File: src/rtl/if_fetch_unit.sv
// Instruction fetch front end: drives imem, buffers {pc, instr} in a prefetch FIFO, hands off to decode.
// Optional macro FETCH_MISALIGN_TRAP_EN: misaligned redirects halt fetch and set a sticky misalign_err.
module if_fetch_unit #(
    parameter logic [31:0] RESET_PC   = 32'h0000_0000,
    parameter int          FIFO_DEPTH = 2
) (
    input  logic        clk,
    input  logic        rst_n,
    output logic [31:0] imem_addr,
    input  logic [31:0] imem_rdata,
    output logic        if_valid,
    output logic [31:0] if_instr,
    output logic [31:0] if_pc,
    input  logic        id_ready,
    input  logic        redirect_valid,
    input  logic [31:0] redirect_pc,
    output logic        misalign_err
);

    localparam int                PTR_W   = $clog2(FIFO_DEPTH);
    localparam int                CNT_W   = PTR_W + 1;
    localparam logic [CNT_W-1:0]  DEPTH_C = CNT_W'(FIFO_DEPTH);
    localparam logic [31:0]       NOP     = 32'h0000_0013;

    logic [31:0]      fetch_pc;
    logic [PTR_W-1:0] rd_ptr;
    logic [PTR_W-1:0] wr_ptr;
    logic [CNT_W-1:0] count;
    logic [31:0]      pc_buf    [FIFO_DEPTH];
    logic [31:0]      instr_buf [FIFO_DEPTH];

    logic        empty;
    logic        pop;
    logic        push;
    logic        halted;
    logic        target_ok;
    logic [31:0] target_pc;

`ifdef FETCH_MISALIGN_TRAP_EN
    logic misalign_q;

    assign target_ok    = (redirect_pc[1:0] == 2'b00);
    assign halted       = misalign_q;
    assign misalign_err = misalign_q;

    // Sticky until reset; a later aligned redirect does not clear it.
    always_ff @(posedge clk or negedge rst_n) begin
        if (!rst_n) begin
            misalign_q <= 1'b0;
        end else if (redirect_valid && !target_ok) begin
            misalign_q <= 1'b1;
        end
    end
`else
    assign target_ok    = 1'b1;
    assign halted       = 1'b0;
    assign misalign_err = 1'b0;
`endif

    assign target_pc = redirect_pc & 32'hFFFF_FFFC;
    assign empty     = (count == '0);
    assign if_valid  = !empty && !redirect_valid;
    assign pop       = if_valid && id_ready;
    // A full FIFO can still accept when the head leaves in the same cycle.
    assign push      = !redirect_valid && !halted && ((count < DEPTH_C) || pop);

    assign imem_addr = fetch_pc;
    assign if_instr  = empty ? NOP   : instr_buf[rd_ptr];
    assign if_pc     = empty ? '0    : pc_buf[rd_ptr];

    always_ff @(posedge clk or negedge rst_n) begin
        if (!rst_n) begin
            fetch_pc <= RESET_PC;
            rd_ptr   <= '0;
            wr_ptr   <= '0;
            count    <= '0;
        end else if (redirect_valid) begin
            rd_ptr <= '0;
            wr_ptr <= '0;
            count  <= '0;
            if (target_ok) begin
                fetch_pc <= target_pc;
            end
        end else begin
            if (push) begin
                wr_ptr   <= wr_ptr + PTR_W'(1);
                fetch_pc <= fetch_pc + 32'd4;
            end
            if (pop) begin
                rd_ptr <= rd_ptr + PTR_W'(1);
            end
            if (push && !pop) begin
                count <= count + CNT_W'(1);
            end else if (!push && pop) begin
                count <= count - CNT_W'(1);
            end
        end
    end

    // Payload storage needs no reset: it is only visible through a nonzero count.
    always_ff @(posedge clk) begin
        if (push) begin
            pc_buf[wr_ptr]    <= fetch_pc;
            instr_buf[wr_ptr] <= imem_rdata;
        end
    end

endmodule

File: config.mk
export PLATFORM = sky130hd
export DESIGN_NAME = if_fetch_unit
export DESIGN_NICKNAME = d
export VERILOG_FILES = /design/src/rtl/if_fetch_unit.sv
export SDC_FILE = /design/constraint.sdc
export NUM_CORES = 1
export LEC_CHECK = 0
export BUFFER_PORTS_ARGS = -buffer_cell sky130_fd_sc_hd__buf_2
export CORE_ASPECT_RATIO = 1.75
export CORE_MARGIN = 3
export CORE_UTILIZATION = 30
export DETAILED_ROUTE_END_ITERATION = 12
export PLACE_DENSITY = 0.56
export SETUP_SLACK_MARGIN = 0.4
export SLEW_MARGIN = 20
export SYNTH_ARGS = -nofsm -noshare
export SYNTH_HDL_FRONTEND = slang
export SYNTH_SLANG_ARGS = --single-unit
File: constraint.sdc
create_clock -name clk -period 17.3 [get_ports clk]
set_clock_uncertainty 0.1 [all_clocks]
set_input_delay 0 -clock clk [delete_from_list [all_inputs] [get_ports clk]]
set_output_delay 0 -clock clk [all_outputs]
set_load 0.005 [all_outputs]
* Word-level counts from Yosys, hierarchy flattened *
Memory sizes are Yosys's and may differ from the RTL's.
Index checks and enable logic that the tools add are counted.

operators by class
  $add $sub $neg = 5
  reductions and logical operators = 14
  $lt $le $gt $ge = 1
  muxes and demuxes = 13

operators by type and width
  kind                                               number
  two-way mux 32 bit                                 4
  adder 32 x 3 -> 32 bit, second input constant      1
  two-way mux 1 bit                                  6
  two-way mux 2 bit                                  3
  logical AND 1 bit                                  5
  zero test 1 bit                                    4
  nonzero test 2 bit                                 2
  nonzero test 3 bit                                 1
  adder 1 bit, second input constant                 2
  adder 2 x 1 -> 2 bit, second input constant        1
  zero test 2 bit                                    1
  less-than comparator 2 bit, second input constant  1
  subtractor 2 x 1 -> 2 bit, second input constant   1
  logical OR 1 bit                                   1

word-level totals
  memories kept = 2
  logic and storage cells = 39
  flip-flop bits (word level) = 36
  input port bits = 68
  output and inout port bits = 98
  memory bits (writable) = 128

memories
  memory     depth  width  read ports  clocked after memory_dff  write ports  line  source
  instr_buf  2      32     1           0                         1            30    logic [31:0] instr_buf [FIFO_DEPTH];
  pc_buf     2      32     1           0                         1            29    logic [31:0] pc_buf [FIFO_DEPTH];

* Depth between registers and ports, before layout *
Gate-level depths: netlist of run 1.

  depth after elaboration = 11
  gate-level depth with buffers = 7
  mapped depth without buffers = 6

* Worst setup path after synthesis of run 1 *
OpenSTA, ideal clock, no wires.

  path type = flip-flop to flip-flop
  from = register count[1]
  to = memory instr_buf[1][0], enable pin
  clock period less this slack = 5.959 ns
  path buffers = 2
  required time = 16.629 ns
  stages on the path, launching flop included = 5
  library setup time = 0.571 ns
  arrival time = 5.288 ns
  setup slack = 11.341 ns
  cells stage by stage = dfrtp_1 -> buf_2 -> nor2b_1 -> buf_6 -> nor3b_1

on the way
  cells in the longest elaborated chain, start to end = 8
  elaborated cells on any way between the ends = 9
  classes of those cells = order compare (1); mux (2); reduce/logical (6)

RTL lines
  what                                       line  source
  from (decl)                                28    logic [CNT_W-1:0] count;
  from (signal assigned)                     93    count <= count + CNT_W'(1);
  from (signal assigned)                     95    count <= count - CNT_W'(1);
  zero test 2 bit                            61    assign empty = (count == '0);
  zero test 1 bit                            62    assign if_valid = !empty && !redirect_valid;
  logical AND 1 bit                          62
  logical AND 1 bit                          63    assign pop = if_valid && id_ready;
  logical OR 1 bit *                         65    assign push = !redirect_valid && !halted && ((count < DEPTH_C) || pop);
  logical AND 1 bit *                        65
  two-way mux 1 bit *                        102   if (push) begin
  two-way mux 1 bit (implied by the code) *  104   instr_buf[wr_ptr] <= imem_rdata;
  to (decl)                                  30

Every way passes the cells marked *; elsewhere a longest branch is shown, timed or not.

* Worst setup path in the final report of run 1 *
  from = register count[1]
  to = output port if_valid

on the way
  cells in the longest elaborated chain, start to end = 3

RTL lines
  what               line  source
  zero test 2 bit    61
  zero test 1 bit    62
  logical AND 1 bit  62
  to (decl)          11    output logic if_valid,

No other way between the ends.

==> results.cfg, run 1 <==
[outcome]
status = finished clean

[clocking]
clock_latency_ps = 420
numCtsBuffers = 17
htree_levels = 4
cts_setup_buffers = 0
cts.path.max_buffers = 2
cts_sinks = 158
cts_tree = yes
cts_resized = 0
cts_root_buf = clkbuf_16
clk_pin_slew_ps = 70

[finish]
nets = 764
final_util_pct = 41.4
drive_gt1_share_pct = 29.9
area_delta_synth_final_pct = 35.3
diodes = 0

[timing]
drv_slew = 0
period_needed_ps = 2420
grt_setup_unrepaired = false
maxSlewHeadroom_pct = 33.1
hold_violations = 0
tightest_slew_ps = 1000
tns_ps = 0
final-setup-viol-count = 0
max_freq_mhz = 413
min_period_over_period_pct = 14.0

[floorplan]
num_rows = 71
die_h_um = 202
pin_count = 166
dieArea_um2 = 23900
start_util_pct = 30.6
die_w_um = 118
core_area_um2 = 21600

[synthesis]
synth_common_cells = 124 x edfxtp_1, 68 x nor2_1, 63 x mux2i_1, 35 x nand2_1, 34 x dfrtp_1
yosysTopAreaCellShare_pct = 56.3
ys_top_cells_by_area = edfxtp_1 56%, dfrtp_1 13%, mux2i_1 9.5%
netlist_area_um2 = 6610
synth_top_area_cell = edfxtp_1
synthCells = 474
yosysWarnings = 0
synth_ff_type = edfxtp_1
synth_seq_area_share_pct = 69.2
synth.most_common_cell = edfxtp_1
synth_seq_cells = 158
synth_cell_types = 38
async_flop_share_pct = 21.5
syn_area_per_cell_um2 = 14.0
synth_enable_flop_cells = 124

[worst_setup_path]
critPathCaptureType = output pin
worstSetupPathType = reg2out
crit_required_ps = 17200
start_kind = register
r2r_slack_ps = 14940
worst-path-max-fanout = 33
critPathArrivalTime_ps = 2320

[flow_run]
max_cap_violations = 0

[min_path]
hold_class = in2async

[global_routing]
grt_max_degree = 64
track_usage_pct = 13.7
grt_pass1_vias = 4624
antenna_found_initial = 0
grt_first_pass_wirelength_um = 25300
grt_overflow_total = 0

[power_and_ir_drop]
p_leak_nw = 3.51
power_density_nw_per_um2 = 108
peakVddDrop_mv = 0.0468

[place]
gp_congestion = 0.784
io_buffer_count = 158
dp_hpwl_um = 10500

[detailed_routing]
viasPerCell = 4.47
ant_nets = 0
drc_errors = 0
drtPass1Iterations = 6
vias = 4467
drt_wl_total_um = 16000
drt-initial-drc-count = 211
wl_per_cell_um = 16.0
power by group:
group          switching (mW)  internal, mW  leakage [nW]  total [mW]
combinational          0.0615        0.0581          1.64       0.120
clock                   0.162         0.215         0.299       0.377
sequential             0.0243         0.444          1.58       0.469
layer usage:
layer / global-route usage (%) / part of all wire (%) / up-vias
met3: 2.83 / 3.6 / 24
li1: - / - / 2155
met1: 14.9 / 39 / 2159
met2: 25.3 / 55 / 129
met4: 6.46 / 3.0 / 0
met5: 0 / 0 / -
final cells by class:
cell class,instances,area (µm²)
Tap cell,292,365
Timing Repair Buffer,226,1480
Fill cell,2046,12600
Multi-Input combinational cell,290,1910
Clock buffer,20,500
Clock inverter,12,106
Sequential cell,158,4580
Inverter,2,7.51
cells by family (layout without fill, tap and decap cells):
logic type / count (synthesis) / in the layout / synth area share (%)
buf+inv: 30 / 260 / 2.50
simple gates: 155 / 155 / 11.3
flops: 158 / 158 / 69.2
fa+ha+maj: 1 / 1 / 0.189
mux: 68 / 68 / 10.4
other cells: 1 / 5 / 0.0567
xor+xnor: 30 / 30 / 3.97
compound gates: 31 / 31 / 2.44
placed cells by master (no fill, tap or decap), types with 9 or more instances in the layout:
| cell | count |
|---|---|
| mux2i_1 | 63 |
| dfrtp_1 | 33 |
| o21ai_0 | 28 |
| xnor2_1 | 14 |
| clkbuf_16 | 20 |
| edfxtp_1 | 124 |
| nand3_1 | 9 |
| dlygate4sd3_1 | 64 |
| nand2_1 | 35 |
| nor2_1 | 67 |
| xor2_1 | 16 |
| nand4_1 | 13 |
| buf_2 | 158 |
stage by stage:
stage	setup slack [ps]	instance area [µm²]	power [mW]	cells	hold WS, ps
2_1_floorplan	11340	6630	0.533	478	-396
3_3_place_gp	14950	7670	0.584	903	35.5
3_5_place_dp	14930	7670	0.588	903	56.4
4_1_cts	14720	8920	0.981	999	129
5_1_grt	14570	8940	1.01	1000	188
6_report	14880	8940	0.965	1000	110
flip-flops by register name, summed over array words and instances (netlist names):
register,cells
instr_buf,64
pc_buf,60
imem_addr,30
count,2
rd_ptr,1
wr_ptr,1
worst max-delay path, cell delays in order, from the launching register on:
cell	delay, ps
dfrtp_1	500
nor2_4	680
buf_4	460
nor2_1	80
buf_2	190
path summary, 6_finish.rpt:
kind | startpoint | end | cells past startpoint
max in group asynchronous | rst_n | rd_ptr | 2
worst min register to register | imem_addr[31] | pc_buf[1][31] | 0
worst max register to register | imem_addr[10] | imem_addr[24] | 5
worst min-delay path | rst_n | imem_addr[21] | 2
min in group clk | redirect_valid | wr_ptr | 2
worst max-delay path | count[1] | if_valid | 4
what timing repair did:
item                                   in CTS  in global routing
setup endpoints to repair                   0                  0
hold buffers                               64                  0
endpoints found under the hold margin     131                  0
Power figures use the tool's default switching activity.
==> run 2: changes to the inputs <==
ABC_AREA = 1   (was default)
clock period = 2.3 ns   (was 17.3 ns; I/O delays follow)
==> run 2 against run 1 <==
  * Via count rose by 30%
  * Combinational power increased to 9.5 times the previous value
  * Hold slack got worse by 9.2 ps
  * Sequential share of layout area shrank 3.9 points
  * Global-route usage grew 2.3 points
  * Largest cell class unchanged
  * Largest power group unchanged
==> results.cfg, run 2 <==
[place]
placed_cells = 1175
gp_congestion = 0.844
dp_slack_ps = 489
dp_hpwl_um = 13900
io_buffer_count = 158

[detailed_routing]
wl_per_cell_um = 15.8
drtPass1Iterations = 5
drt_wl_total_um = 20200
vias = 5828
drt-initial-drc-count = 239
viasPerCell = 4.58
drc_errors = 0
ant_nets = 0

[min_path]
hold_class = in2async

[finish]
area_delta_synth_final_pct = 36.0
diodes = 0
mostFrequentLayoutCells = 259 x nand2_1, 158 x buf_2, 124 x edfxtp_1
drive_gt1_share_pct = 24.7
finalNonFillerCells = 1273
final_util_pct = 41.5
largest_reg_flops = 64
layout_commonest_cell = nand2_1
largest_register = instr_buf
nets = 1025

[timing]
finalWorstSetupSlack_ps = 473
grt_setup_unrepaired = true
maxSlewHeadroom_pct = 44.3
min_period_over_period_pct = 79.4
hold_violations = 0
final-setup-viol-count = 0
tns_ps = 0
drv_slew = 0
holdWs_ps = 101
max_freq_mhz = 547
period_needed_ps = 1830
tightest_slew_ps = 836

[global_routing]
grt_pass1_vias = 5719
track_usage_pct = 16.1
antenna_found_initial = 0
grt_overflow_total = 0
grt_max_degree = 65
grt_first_pass_wirelength_um = 30800

[worst_setup_path]
crit_required_ps = 2320
r2r_slack_ps = 470
slowest_stage = dfrtp_1
worstSetupPathType = reg2reg
worst-path-max-fanout = 33
critPathArrivalTime_ps = 1840
crit_path_max_incr_delay_ps = 440
critPathCaptureType = register
crit_chain = a21boi_4 > nor2_4 > inv_1 > nor2_4 > buf_12
start_kind = register
crit_top_cell = nor2_4

[synthesis]
ys_top_cells_by_area = edfxtp_1 52%, nand2_1 14%, dfrtp_1 12%
synth_seq_area_share_pct = 64.2
synth_seq_cells = 158
syn_area_per_cell_um2 = 9.77
synth_enable_flop_cells = 124
synth.most_common_cell = nand2_1
synth_cell_types = 34
synthCells = 729
yosysWarnings = 0
netlist_area_um2 = 7120
yosysTopAreaCellShare_pct = 52.3
synth_top_area_cell = edfxtp_1
synth_common_cells = 260 x nand2_1, 124 x edfxtp_1, 65 x a21oi_1, 47 x nor2_1, 45 x inv_1
synth_ff_type = edfxtp_1
async_flop_share_pct = 21.5

[power_and_ir_drop]
peakVddDrop_mv = 0.612
p_leak_nw = 4.11
power_density_nw_per_um2 = 799

[clocking]
cts_sinks = 158
cts_root_buf = clkbuf_16
cts.path.max_buffers = 2
cts_tree = yes
clk_pin_slew_ps = 60
clock_latency_ps = 430
htree_levels = 4
numCtsBuffers = 17

[floorplan]
num_rows = 74
dieArea_um2 = 25700
die_w_um = 122
core_area_um2 = 23300
start_util_pct = 30.5
pin_count = 166
die_h_um = 210

[flow_run]
max_cap_violations = 0

[outcome]
status = finished clean
==> run 2: cell count changes after synthesis, moves of 9 or more <==
cell,delta
a21oi_1,+64
inv_1,+43
mux2i_1,-63
nand2_1,+225
nand2_2,+9
nand3_1,+26
nand4_1,-11
nor2_1,-21
xnor2_1,-10
xor2_1,-16
==> run 2: final timing paths <==
kind                                 from               end  cells past startpoint
min in group clk           imem_rdata[22]  instr_buf[0][22]                      2
min                                 rst_n     imem_addr[20]                      2
max                              count[1]      pc_buf[1][3]                      5
max in group asynchronous           rst_n      imem_addr[4]                      2
max reg2reg                      count[1]      pc_buf[1][3]                      5
min reg2reg                  imem_addr[3]      pc_buf[0][3]                      0
==> run 2: worst max-delay path: cells and delay by family, from the launching register on <==
family                 cells  cell delay [ps]
AO/OA/AOI/OAI              1              190
buffers and inverters      2              370
flip-flops                 1              440
AND/OR/NAND/NOR            2              370
==> run 2: where the power goes <==
part	leakage (nW)	internal (mW)	total [mW]	switching (mW)
clock network	0.301	1.92	3.04	1.13
logic	2.24	0.475	1.14	0.663
registers	1.56	3.36	3.56	0.198
total	4.11	5.76	7.74	1.99
==> run 2: final cells by class <==
type                            count  area (µm²)
Multi-Input combinational cell    491        2250
Timing Repair Buffer              239        1640
Inverter                           49         195
Sequential cell                   158        4580
Clock buffer                       17         425
Tap cell                          304         380
Clock inverter                     15         219
Fill cell                        2324       13600
==> run 2: logic make-up after synthesis <==
kind of cell | Yosys count | synth area share, %
compound gates | 108 | 8.33
fa+ha+maj | 1 | 0.176
flops | 158 | 64.2
simple gates | 373 | 21.9
buf+inv | 84 | 4.88
other cells | 1 | 0.0526
xor+xnor | 4 | 0.492
==> run 2: repair_timing <==
item / 4_1_cts / 5_1_grt
setup buffers: 0 / 0
setup endpoints to repair: 60 / 12
gates resized for setup: 3 / 6
hold endpoints to repair: 132 / 0
hold buffers: 66 / 0
==> run 2: layer usage <==
layer	routed length [µm]	track usage (%)	vias to the layer above
li1	-	-	2880
met1	7450	16.8	2773
met2	11500	30.3	145
met3	673	2.86	30
met4	553	7.50	0
met5	0	0	-
==> run 2: metrics by stage <==
step / instance area (µm²) / total power, mW
2_1_floorplan: 7170 / 4.12
3_3_place_gp: 8360 / 4.66
3_5_place_dp: 8360 / 4.68
4_1_cts: 9670 / 7.84
5_1_grt: 9690 / 8.12
6_report: 9690 / 7.74
